[config.mk]
export PLATFORM = sky130hd
export DESIGN_NAME = alu_operand_loader
export DESIGN_NICKNAME = d
export VERILOG_FILES = /design/src/rtl/alu_operand_loader.sv
export SDC_FILE = /design/constraint.sdc
export NUM_CORES = 1
export LEC_CHECK = 0
export ABC_AREA = 1
export BUFFER_PORTS_ARGS = -buffer_cell sky130_fd_sc_hd__buf_4
export CORE_ASPECT_RATIO = 0.6
export CORE_MARGIN = 1
export CORE_UTILIZATION = 40
export CTS_CLUSTER_SIZE = 12
export DETAILED_ROUTE_END_ITERATION = 6
export PLACE_DENSITY = 0.66
export SYNTH_ARGS = -nofsm -noshare
export SYNTH_HDL_FRONTEND = slang
export SYNTH_SLANG_ARGS = --single-unit
[constraint.sdc]
create_clock -name clk -period 1.6 [get_ports clk]
set_input_delay 0.16 -clock clk [delete_from_list [all_inputs] [get_ports clk]]
set_output_delay 0.16 -clock clk [all_outputs]
set_load 0.01 [all_outputs]
[src/rtl/alu_operand_loader.sv]
// alu_operand_loader: collects A, B and opcode from one shared valid/ready
// bus, holds them stable into the ALU, then registers and holds the result.
// Optional feature macro: ALU_LOADER_ACCUM_EN (chain result back as A).
// Ports:
//   clk, rst              clock, synchronous active-high reset
//   in_data/valid/ready   shared operand/opcode input handshake
//   chain, res_ack        result consumer controls
//   alu_a/b/op            operands driven into the ALU
//   alu_res/alu_flag      ALU outputs ({CF,S,V,ZERO})
//   res_out/flag_out      registered result and flags
//   res_valid             result is fresh until acknowledged
//   state                 FSM state for debug/LEDs
module alu_operand_loader #(
  parameter int N = 5
) (
  input  logic         clk,
  input  logic         rst,
  input  logic [N:0]   in_data,
  input  logic         in_valid,
  output logic         in_ready,
  input  logic         chain,
  input  logic         res_ack,
  output logic [N:0]   alu_a,
  output logic [N:0]   alu_b,
  output logic [3:0]   alu_op,
  input  logic [N:0]   alu_res,
  input  logic [3:0]   alu_flag,
  output logic [N:0]   res_out,
  output logic [3:0]   flag_out,
  output logic         res_valid,
  output logic [2:0]   state
);

  typedef enum logic [2:0] {
    S_A    = 3'd0,
    S_B    = 3'd1,
    S_OP   = 3'd2,
    S_EXEC = 3'd3,
    S_DONE = 3'd4
  } state_t;

  state_t     r_state;
  logic [N:0] r_a;
  logic [N:0] r_b;
  logic [3:0] r_op;
  logic [N:0] r_res;
  logic [3:0] r_flag;
  logic       r_res_valid;

  logic       w_load;
  logic       w_xfer;

`ifndef ALU_LOADER_ACCUM_EN
  logic w_unused;
  assign w_unused = chain;
`endif

  assign w_load = (r_state == S_A) ||
                  (r_state == S_B) ||
                  (r_state == S_OP);

  // Ready is forced low while reset is asserted.
  assign in_ready = w_load & ~rst;
  assign w_xfer   = in_valid & in_ready;

  always_ff @(posedge clk) begin
    if (rst) begin
      r_state     <= S_A;
      r_a         <= '0;
      r_b         <= '0;
      r_op        <= '0;
      r_res       <= '0;
      r_flag      <= '0;
      r_res_valid <= 1'b0;
    end else begin
      case (r_state)
        S_A: begin
          if (w_xfer) begin
            r_a     <= in_data;
            r_state <= S_B;
          end
        end
        S_B: begin
          if (w_xfer) begin
            r_b     <= in_data;
            r_state <= S_OP;
          end
        end
        S_OP: begin
          if (w_xfer) begin
            r_op    <= in_data[3:0];
            r_state <= S_EXEC;
          end
        end
        S_EXEC: begin
          r_res       <= alu_res;
          r_flag      <= alu_flag;
          r_res_valid <= 1'b1;
          r_state     <= S_DONE;
        end
        S_DONE: begin
          if (res_ack) begin
            r_res_valid <= 1'b0;
            r_state     <= S_A;
`ifdef ALU_LOADER_ACCUM_EN
            if (chain) begin
              r_a     <= r_res;
              r_state <= S_B;
            end
`endif
          end
        end
        default: r_state <= S_A;
      endcase
    end
  end

  assign alu_a     = r_a;
  assign alu_b     = r_b;
  assign alu_op    = r_op;
  assign res_out   = r_res;
  assign flag_out  = r_flag;
  assign res_valid = r_res_valid;
  assign state     = r_state;

endmodule

== Word-level counts from Yosys, hierarchy flattened ==
Index checks and enable logic that the tools add are counted.
Word-level totals
  bits of input ports: 21
  register bits: 30
Cells by class
  reductions and logical operators: 9
  muxes and demuxes: 7
  bitwise operators: 3
  equality and inequality tests: 8
Operators by type and width (number)
  one-hot mux 3 bit (5 select lines): 1
  two-way mux 3 bit: 4
  != test 2 bit, second input constant: 4
  AND reduction 2 bit: 4
  == test 3 x 2 -> 1 bit, second input constant: 2
  AND reduction 4 bit: 1
  == test 3 x 1 -> 1 bit, second input constant: 1
  == test 3 bit, second input constant: 1
  zero test 3 bit: 1
  bitwise AND 1 bit: 2
  logical OR 1 bit: 2
  one-hot mux 1 bit (2 select lines): 1
  nonzero test 2 bit: 1
  two-way mux 1 bit: 1
  inverter 1 bit: 1

== Longest topological paths before layout ==
Gate-level depths: netlist of the first run.
  word-level depth: 7
  depth in mapped cells: 7
  depth with buffers taken out: 6

== Worst setup path after synthesis of the first run ==
OpenSTA, ideal clock, no wires.
  kind: register to register
  start point: register r_state[1], in the netlist state[1]
  end point: register r_flag[2], in the netlist flag_out[2]
  path slack: 0.410 ns
  library setup time: 0.116 ns
  clock period less this slack: 1.190 ns
  arrival time: 1.074 ns
  stages on the path, launching flop included: 7
  path through: dfxtp_1 -> inv_1 -> nor3_2 -> inv_1 -> buf_2 -> nor2_1 -> nor2_1
Between the ends
  word-level cells in the longest chain between the ends: 1
Ends and longest elaborated chain
  start, declared: line 42  | state_t r_state;
  start signal, assigned: line 68  | r_state <= S_A;
  start signal, assigned: line 80  | r_state <= S_B;
  start signal, assigned: line 86  | r_state <= S_OP;
  == test 3 x 2 -> 1 bit: line 76  | case (r_state)
  end signal, assigned: line 97  | r_flag <= alu_flag;
  end, declared: line 47  | logic [3:0] r_flag;
No other way between the ends.
A chain may end at the register's enable or synchronous reset.

== Worst setup path in the final report of the first run ==
  start point: register r_state[0], in the netlist state[0]
  end point: output in_ready
Between the ends
  word-level cells in the longest chain between the ends: 4
  elaborated cells on any way between the ends: 6
Ends and longest elaborated chain
  == test 3 x 1 -> 1 bit or zero test 3 bit (tied branches): line 59, 58
  logical OR 1 bit: line 58  | assign w_load = (r_state == S_A) ||
  logical OR 1 bit *: line 59  | (r_state == S_B) ||
  bitwise AND 1 bit *: line 63  | assign in_ready = w_load & ~rst;
  end, declared: line 20  | output logic in_ready,
Every way passes the cells marked *; elsewhere a longest branch is shown, timed or not.

==> out/metrics.yaml, run 1 <==
r2r-end: "alu_a[2]"
slew_headroom: 0.765
drv_slew: 0
hold_viol_final: 0
cts-root-buf: "clkbuf_8"
yosysSeqAreaShare: 0.492
min_period_ns: 1.38
p_clk_frac: 0.364
worst_pin_slew_ns: 0.353
ys_warn_count: 0
grt_antenna_before_repair: 0
path_class: "reg -> out"
regToRegStartpoint: "state[0]"
p_leak_nw: 0.886
initial_core_util: 0.422
ioPinCount: 52
drtIter0Drc: 36
gr-usage-all-layers: 0.187
final_area_sq_um: 1720
core_area_sq_um: 2890
outcome: "finished, final reports clean"
skew_ns: 0.00911
setup_violations: 0
via_count: 1183
insertion_delay_ns: 0.28
rows: 15
power.switching_mw: 0.438
pwr-share-seq: 0.482
place_ws_ns: 0.222
whs_endpoint: "res_valid"
required_ns: 1.44
worstPathMaxFanout: 8
overflow: 0
rr_worst_depth: 5
post-dp-hpwl_microns: 2100
numClockSinks: 30
arrival_ns: 1.22
netlist_area_sq_um: 1220
ys_ff_latch: 30
holdPathStages: 2
p_int_mw: 1.26
routedWlPerCell_microns: 10.5
setup_tns_ns: 0
cts_inserted_buffers: 5
swShare: 0.258
syn2layout_area_growth_pct: 40.7
viasPerCell: 4.46
synth_cells: 169
drt-total-wl_microns: 2780
drc: 0
whs_ns: 0.0761
min_path_type: "in -> reg"
num-nets-final: 243
min_period_over_period: 0.860
post_synth_num_cell_types: 16
cp-startpoint: "state[0]"
r2r_setup_slack_ns: 0.27
pwr-share-comb: 0.154
max_freq_mhz: 727
power_density_nw_per_um2: 990
synth_nets: 190
grt_pass1_vias: 1083
grt_first_pass_wirelength_microns: 4590
dieArea_sq_um: 3280
ant_nets: 0
cap_violations: 0
min-delay-start: "rst"
place.gp.congestion: 0.738
port_buffers: 50
die_h_microns: 44.8
die_w_microns: 73.3
syn_avg_cell_area_sq_um: 7.22
n_antenna_cell: 0
setup_ws_ns: 0.224
firstDrtPassIters: 4
cts_tree: "built"
postCtsHoldBufs: 0
dpl_cell_area_sq_um: 1620
cts.clk_slew.worst_paths_ns: 0.06
clockBufferDepth: 2
grt_max_degree: 17
rsz0062_at_grt: "no"
peakVddDrop_mv: 0.560
cts_htree_levels: 2
cp-start-kind: "flop"
end_kind: "primary output"
drive_above_1_share: 0.296
through the flow:
step / total power [mW] / util / cells
after floorplan: 0.968 / - / 169
after global placement: 1.09 / 0.560 / 256
after detailed placement: 1.10 / 0.560 / 256
after CTS: 1.72 / 0.591 / 264
after global routing: 1.78 / 0.594 / 265
final: 1.70 / 0.594 / 265
cells by family after synthesis:
family                 share of synthesized area
AND/OR/NAND/NOR                            0.287
buffers and inverters                      0.111
flip-flops                                 0.492
AO/OA/AOI/OAI                              0.110
sequential cells by signal (all words and copies together), names as in the netlist:
signal / flops
alu_b: 6
res_out: 6
res_valid: 1
flag_out: 4
alu_a: 6
alu_op: 4
state: 3
placed cells by master, fill, tap and decap left out, types with 2 or more instances in the layout:
cell,Yosys,layout
a21oi_1,8,8
buf_4,0,54
clkbuf_8,0,6
dfxtp_1,30,30
inv_1,22,22
nand2_1,26,26
nand4_2,2,2
nor2_1,49,49
nor3_2,2,2
o21ai_0,17,17
layer usage:
layer,GRT usage,wire (microns),vias up
met5,0,0,-
met4,0.0692,14,0
met3,0.0603,136,2
met2,0.296,1180,24
met1,0.243,1450,532
li1,-,-,625
power by group through the flow:
| stage | clock [mW] | sequential (mW) | combinational [mW] |
|---|---|---|---|
| after floorplan | 0 | 0.850 | 0.118 |
| after global placement | 0 | 0.833 | 0.254 |
| after detailed placement | 0 | 0.835 | 0.260 |
| after CTS | 0.640 | 0.819 | 0.262 |
| after global routing | 0.664 | 0.825 | 0.294 |
| final | 0.619 | 0.819 | 0.262 |
worst max-delay path by stage:
stage                        to  slack, ns  cells past startpoint
finish                 in_ready       0.22                      4
floorplan           flag_out[2]       0.41                      6
detailed placement     alu_b[3]       0.22                      3
CTS                    in_ready       0.22                      4
global placement       alu_b[1]       0.27                      3
global route           alu_a[3]       0.11                      5
area by class of cell:
type	count	area, sq um
Fill cell	292	1170
Sequential cell	30	601
Multi-Input combinational cell	109	484
Timing Repair Buffer	54	405
Clock buffer	7	86.3
Inverter	22	82.6
Tap cell	42	52.6
Clock inverter	1	5.00
synthesized netlist by cell type:
cell / instances / area [sq um]
dfxtp_1: 30 / 601
nand3b_1: 1 / 7.51
o21ai_0: 17 / 85.1
nand2_1: 26 / 97.6
inv_1: 22 / 82.6
nor3_2: 2 / 20.0
nand4_1: 1 / 6.26
clkbuf_2: 1 / 5.00
a21oi_2: 1 / 8.76
nor3_1: 1 / 5.00
a21oi_1: 8 / 40.0
nand4_2: 2 / 25.0
nand3_1: 1 / 5.00
nor2_1: 49 / 184
buf_6: 2 / 22.5
buf_2: 5 / 25.0
timing repair:
item                                    4_1_cts  5_1_grt
setup buffers                                 0        1
resized for setup                             0        0
endpoints found under the setup margin        0        2
hold endpoints to repair                      0        0
critical path, stage by stage (launching register included):
cell     delay (ns)
dfxtp_1        0.39
a21oi_2        0.26
inv_1          0.08
nor2_1         0.09
buf_4          0.12
Note: power is estimated with default switching activity, not from simulation.
==> inputs of run 2 (changes only) <==
==> constraint.sdc (replaced) <==
create_clock -name clk -period 1.6 [get_ports clk]
set_input_delay 0.32 -clock clk [delete_from_list [all_inputs] [get_ports clk]]
set_output_delay 0.32 -clock clk [all_outputs]
set_load 0.01 [all_outputs]
==> run 2 against run 1 <==
Non-clock buffer count did not move. Setup slack got worse by 0.15 ns. Maximum frequency shrank 9.8%. Worst hold slack improved by 0.16 ns. Sequential share of layout area is 0.53 points lower. Clock power grew 13%. Sequential power about the same. Clock skew fell by 0.0053 ns. Count of clock-buffer cells in the layout up 1. Critical path depth unchanged. Register-to-register slack hardly changed. Largest power group unchanged.
==> out/metrics.yaml, run 2 (synthesized netlist as in run 1, its figures left out) <==
end_kind: "primary output"
worst_pin_slew_ns: 0.399
gr-usage-all-layers: 0.184
numClockSinks: 30
syn2layout_area_growth_pct: 42.9
overflow: 0
dieArea_sq_um: 3280
die_h_microns: 44.8
final_area_sq_um: 1740
holdPathStages: 2
path_buf_inv: 2
ant_nets: 0
final_cell_mix: "buf_4, nor2_1, dfxtp_1"
min_period_over_period: 0.953
drive_above_1_share: 0.300
cts_htree_levels: 2
rsz0062_at_grt: "no"
skew_ns: 0.00377
slew_headroom: 0.733
grt_first_pass_wirelength_microns: 4450
required_ns: 1.28
via_count: 1164
final_common_cell: "buf_4"
total_power_mw: 1.79
setup_tns_ns: 0
arrival_ns: 1.21
cp_top_family: "flip-flops"
drc: 0
min_period_ns: 1.53
dpl_cell_area_sq_um: 1630
r2r-end: "alu_a[2]"
min-delay-start: "rst"
firstDrtPassIters: 5
min_path_type: "in -> reg"
drv_slew: 0
place.gp.congestion: 0.733
ioPinCount: 52
n_antenna_cell: 0
rr_worst_depth: 4
drtIter0Drc: 69
cts_inserted_buffers: 5
routedWlPerCell_microns: 10.7
viasPerCell: 4.39
clockBufferDepth: 2
outcome: "finished, final reports clean"
crit_chain: "a21oi_4 -> inv_1 -> nor2_1 -> buf_4"
whs_endpoint: "res_valid"
rows: 15
max_stage_delay_ns: 0.42
peakVddDrop_mv: 0.579
post-dp-hpwl_microns: 2110
max_freq_mhz: 656
path_class: "reg -> out"
grt_max_degree: 17
cp-start-kind: "flop"
initial_core_util: 0.422
core_area_sq_um: 2890
cap_violations: 0
drt-total-wl_microns: 2850
insertion_delay_ns: 0.28
setup_ws_ns: 0.0748
setup_violations: 0
r2r_setup_slack_ns: 0.27
hold_viol_final: 0
regToRegStartpoint: "state[2]"
worstPathMaxFanout: 9
grt_pass1_vias: 1014
p_leak_nw: 0.897
cts-root-buf: "clkbuf_8"
whs_ns: 0.235
power_density_nw_per_um2: 1020
postCtsHoldBufs: 0
cts.clk_slew.worst_paths_ns: 0.06
die_w_microns: 73.3
cts_tree: "built"
grt_antenna_before_repair: 0
slowest_stage: "dfxtp_1"
port_buffers: 50
num-nets-final: 243
place_ws_ns: 0.273
run 2: changes by cell type in the layout (fill, tap and decap cells not counted), sizes merged:
cell | before | now
clkbuf | 7 | 8
clkinv | 1 | 0
run 2: metrics by stage:
| stage | util | instances |
|---|---|---|
| CTS | 0.600 | 265 |
| detailed placement | 0.562 | 257 |
| global route | 0.603 | 265 |
| finish | 0.603 | 265 |
| global placement | 0.562 | 257 |
| floorplan | - | 169 |
run 2: worst max-delay path by stage:
stage	start	end	slack, ns	cells after the start
global placement	state[0]	alu_a[2]	0.32	4
finish	state[2]	in_ready	0.07	4
detailed placement	state[2]	alu_a[2]	0.27	4
floorplan	state[2]	in_ready	0.40	4
global route	state[0]	in_ready	0.02	4
CTS	state[0]	in_ready	0.04	4
run 2: area by class of cell:
| class | count | area (sq um) |
|---|---|---|
| inverters | 22 | 82.6 |
| flip-flops and latches | 30 | 601 |
| clock buffers | 8 | 110 |
| multi-input cells | 109 | 492 |
| repair buffers | 54 | 405 |
| well taps | 42 | 52.6 |
| fillers | 288 | 1150 |
run 2: layer usage:
metal | share of wire | global-route usage | wire [microns] | up-vias
met1 | 0.51 | 0.241 | 1460 | 514
met2 | 0.43 | 0.287 | 1220 | 27
li1 | - | - | - | 620
met5 | 0 | 0 | 0 | -
met4 | 0.0074 | 0.0692 | 21 | 0
met3 | 0.048 | 0.0603 | 137 | 3
run 2: repair_timing:
| item | in CTS | in global routing |
|---|---|---|
| buffers inserted | 0 | 0 |
| gates resized for setup | 0 | 1 |
| endpoints found under the setup margin | 0 | 1 |
run 2: worst register-to-register path, stage by stage (launching register included):
cell     delay, ns
dfxtp_1       0.42
nor3_1        0.25
nand4_2       0.29
nor2_1        0.20
nor2_1        0.06
run 2: power by group:
| part | total (mW) | switching, mW | internal, mW |
|---|---|---|---|
| combinational | 0.262 | 0.134 | 0.127 |
| sequential | 0.822 | 0.0332 | 0.789 |
| clock | 0.701 | 0.268 | 0.434 |
==> inputs of run 3 (changes only) <==
--- a/config.mk
+++ b/config.mk
@@ -6,8 +6,8 @@
 export NUM_CORES = 1
 export LEC_CHECK = 0
 export ABC_AREA = 1
-export BUFFER_PORTS_ARGS = -buffer_cell sky130_fd_sc_hd__buf_4
-export CORE_ASPECT_RATIO = 0.6
+export BUFFER_PORTS_ARGS = -buffer_cell sky130_fd_sc_hd__buf_2
+export CORE_ASPECT_RATIO = 0.75
 export CORE_MARGIN = 1
 export CORE_UTILIZATION = 40
 export CTS_CLUSTER_SIZE = 12
==> run 3 against run 2 <==
Wire length down 7.8%. Maximum frequency up 1.5%. Setup slack better by 0.022 ns. Clock skew up 0.0022 ns. First-iteration DRC count down 33%. Critical path type unchanged. Largest cell class unchanged. Largest power group unchanged. Highest routed layer unchanged.
==> out/metrics.yaml, run 3 (synthesized netlist as in run 1, its figures left out) <==
required_ns: 1.28
drc: 0
gr-usage-all-layers: 0.176
max_stage_delay_ns: 0.40
numClockSinks: 30
cts_tree: "built"
max_freq_mhz: 665
place.gp.congestion: 0.806
grt_first_pass_wirelength_microns: 4310
rsz0062_at_grt: "no"
path_class: "reg -> out"
power_density_nw_per_um2: 1040
cts.clk_slew.worst_paths_ns: 0.06
drv_slew: 0
routedWlPerCell_microns: 10.1
viasPerCell: 4.54
skew_ns: 0.00600
drive_above_1_share: 0.300
overflow: 0
ioPinCount: 52
final_cell_mix: "buf_2, nor2_1, dfxtp_1"
dieArea_sq_um: 3280
grt_pass1_vias: 979
min_period_over_period: 0.939
core_area_sq_um: 2740
grt_antenna_before_repair: 0
path_depth: 4
clockBufferDepth: 2
drt-total-wl_microns: 2620
end_kind: "primary output"
cts_inserted_buffers: 5
cts-root-buf: "clkbuf_8"
nFillCells: 250
worstPathMaxFanout: 8
port_buffers: 50
syn2layout_area_growth_pct: 30.6
grt_max_degree: 17
ant_nets: 0
die_h_microns: 49.8
n_antenna_cell: 0
p_leak_nw: 0.871
die_w_microns: 65.8
final_common_cell: "buf_2"
setup_violations: 0
firstDrtPassIters: 4
via_count: 1175
peakVddDrop_mv: 0.514
cap_violations: 0
total_power_mw: 1.65
cp-start-kind: "flop"
slew_headroom: 0.765
drtIter0Drc: 46
worst_pin_slew_ns: 0.353
setup_tns_ns: 0
post-dp-hpwl_microns: 2000
min_period_ns: 1.50
outcome: "finished, final reports clean"
rows: 16
insertion_delay_ns: 0.28
path_buf_inv: 2
num-nets-final: 243
holdPathStages: 2
cp_top_family: "flip-flops"
initial_core_util: 0.445
utilization: 0.581
cts_htree_levels: 2
slowest_stage: "dfxtp_1"
hold_viol_final: 0
min_path_type: "in -> reg"
arrival_ns: 1.18
crit_chain: "a21oi_4 -> inv_1 -> nor2_1 -> buf_2"
rr_worst_depth: 5
==> run 3: final timing paths <==
kind | end | slack (ns) | startpoint
setup / recovery | in_ready | 0.1 | state[0]
hold / removal | state[2] | 0.26 | rst
hold reg to reg | alu_b[2] | 0.44 | alu_b[2]
setup reg to reg | res_out[3] | 0.30 | state[1]
==> run 3: per-stage QoR <==
step	setup WS (ns)	hold WS, ns	cell area [sq um]	cells
global route	0.00851	0.253	1590	259
global placement	0.330	0.432	1490	251
floorplan	0.402	0.389	1220	169
CTS	0.0389	0.252	1580	259
detailed placement	0.281	0.436	1490	251
finish	0.0969	0.257	1590	259
==> run 3: routing by layer <==
metal  global-route usage  part of all wire
met5                    0                 0
met4               0.0870             0.013
met3               0.0602             0.056
met2                0.259              0.46
met1                0.227              0.47
==> run 3: area by class of cell <==
type / instances / area [sq um] / share of cell area
tap: 36 / 45.0 / 0.0283
inverter: 22 / 82.6 / 0.0518
multi-input combinational: 109 / 492 / 0.309
clock inverter: 1 / 5.00 / 0.00314
clock buffer: 7 / 86.3 / 0.0542
sequential: 30 / 602 / 0.378
timing repair buffer: 54 / 280 / 0.176
==> run 3: power by group <==
| group | internal [mW] | leakage (nW) | switching [mW] |
|---|---|---|---|
| Clock | 0.346 | 0.0482 | 0.264 |
| Combinational | 0.0926 | 0.579 | 0.133 |
| Sequential | 0.789 | 0.244 | 0.0290 |
==> run 3: what timing repair did <==
item                       CTS  global route
setup endpoints to repair    0             1
resized for setup            0             2
setup buffers                0             0
hold buffers                 0             0
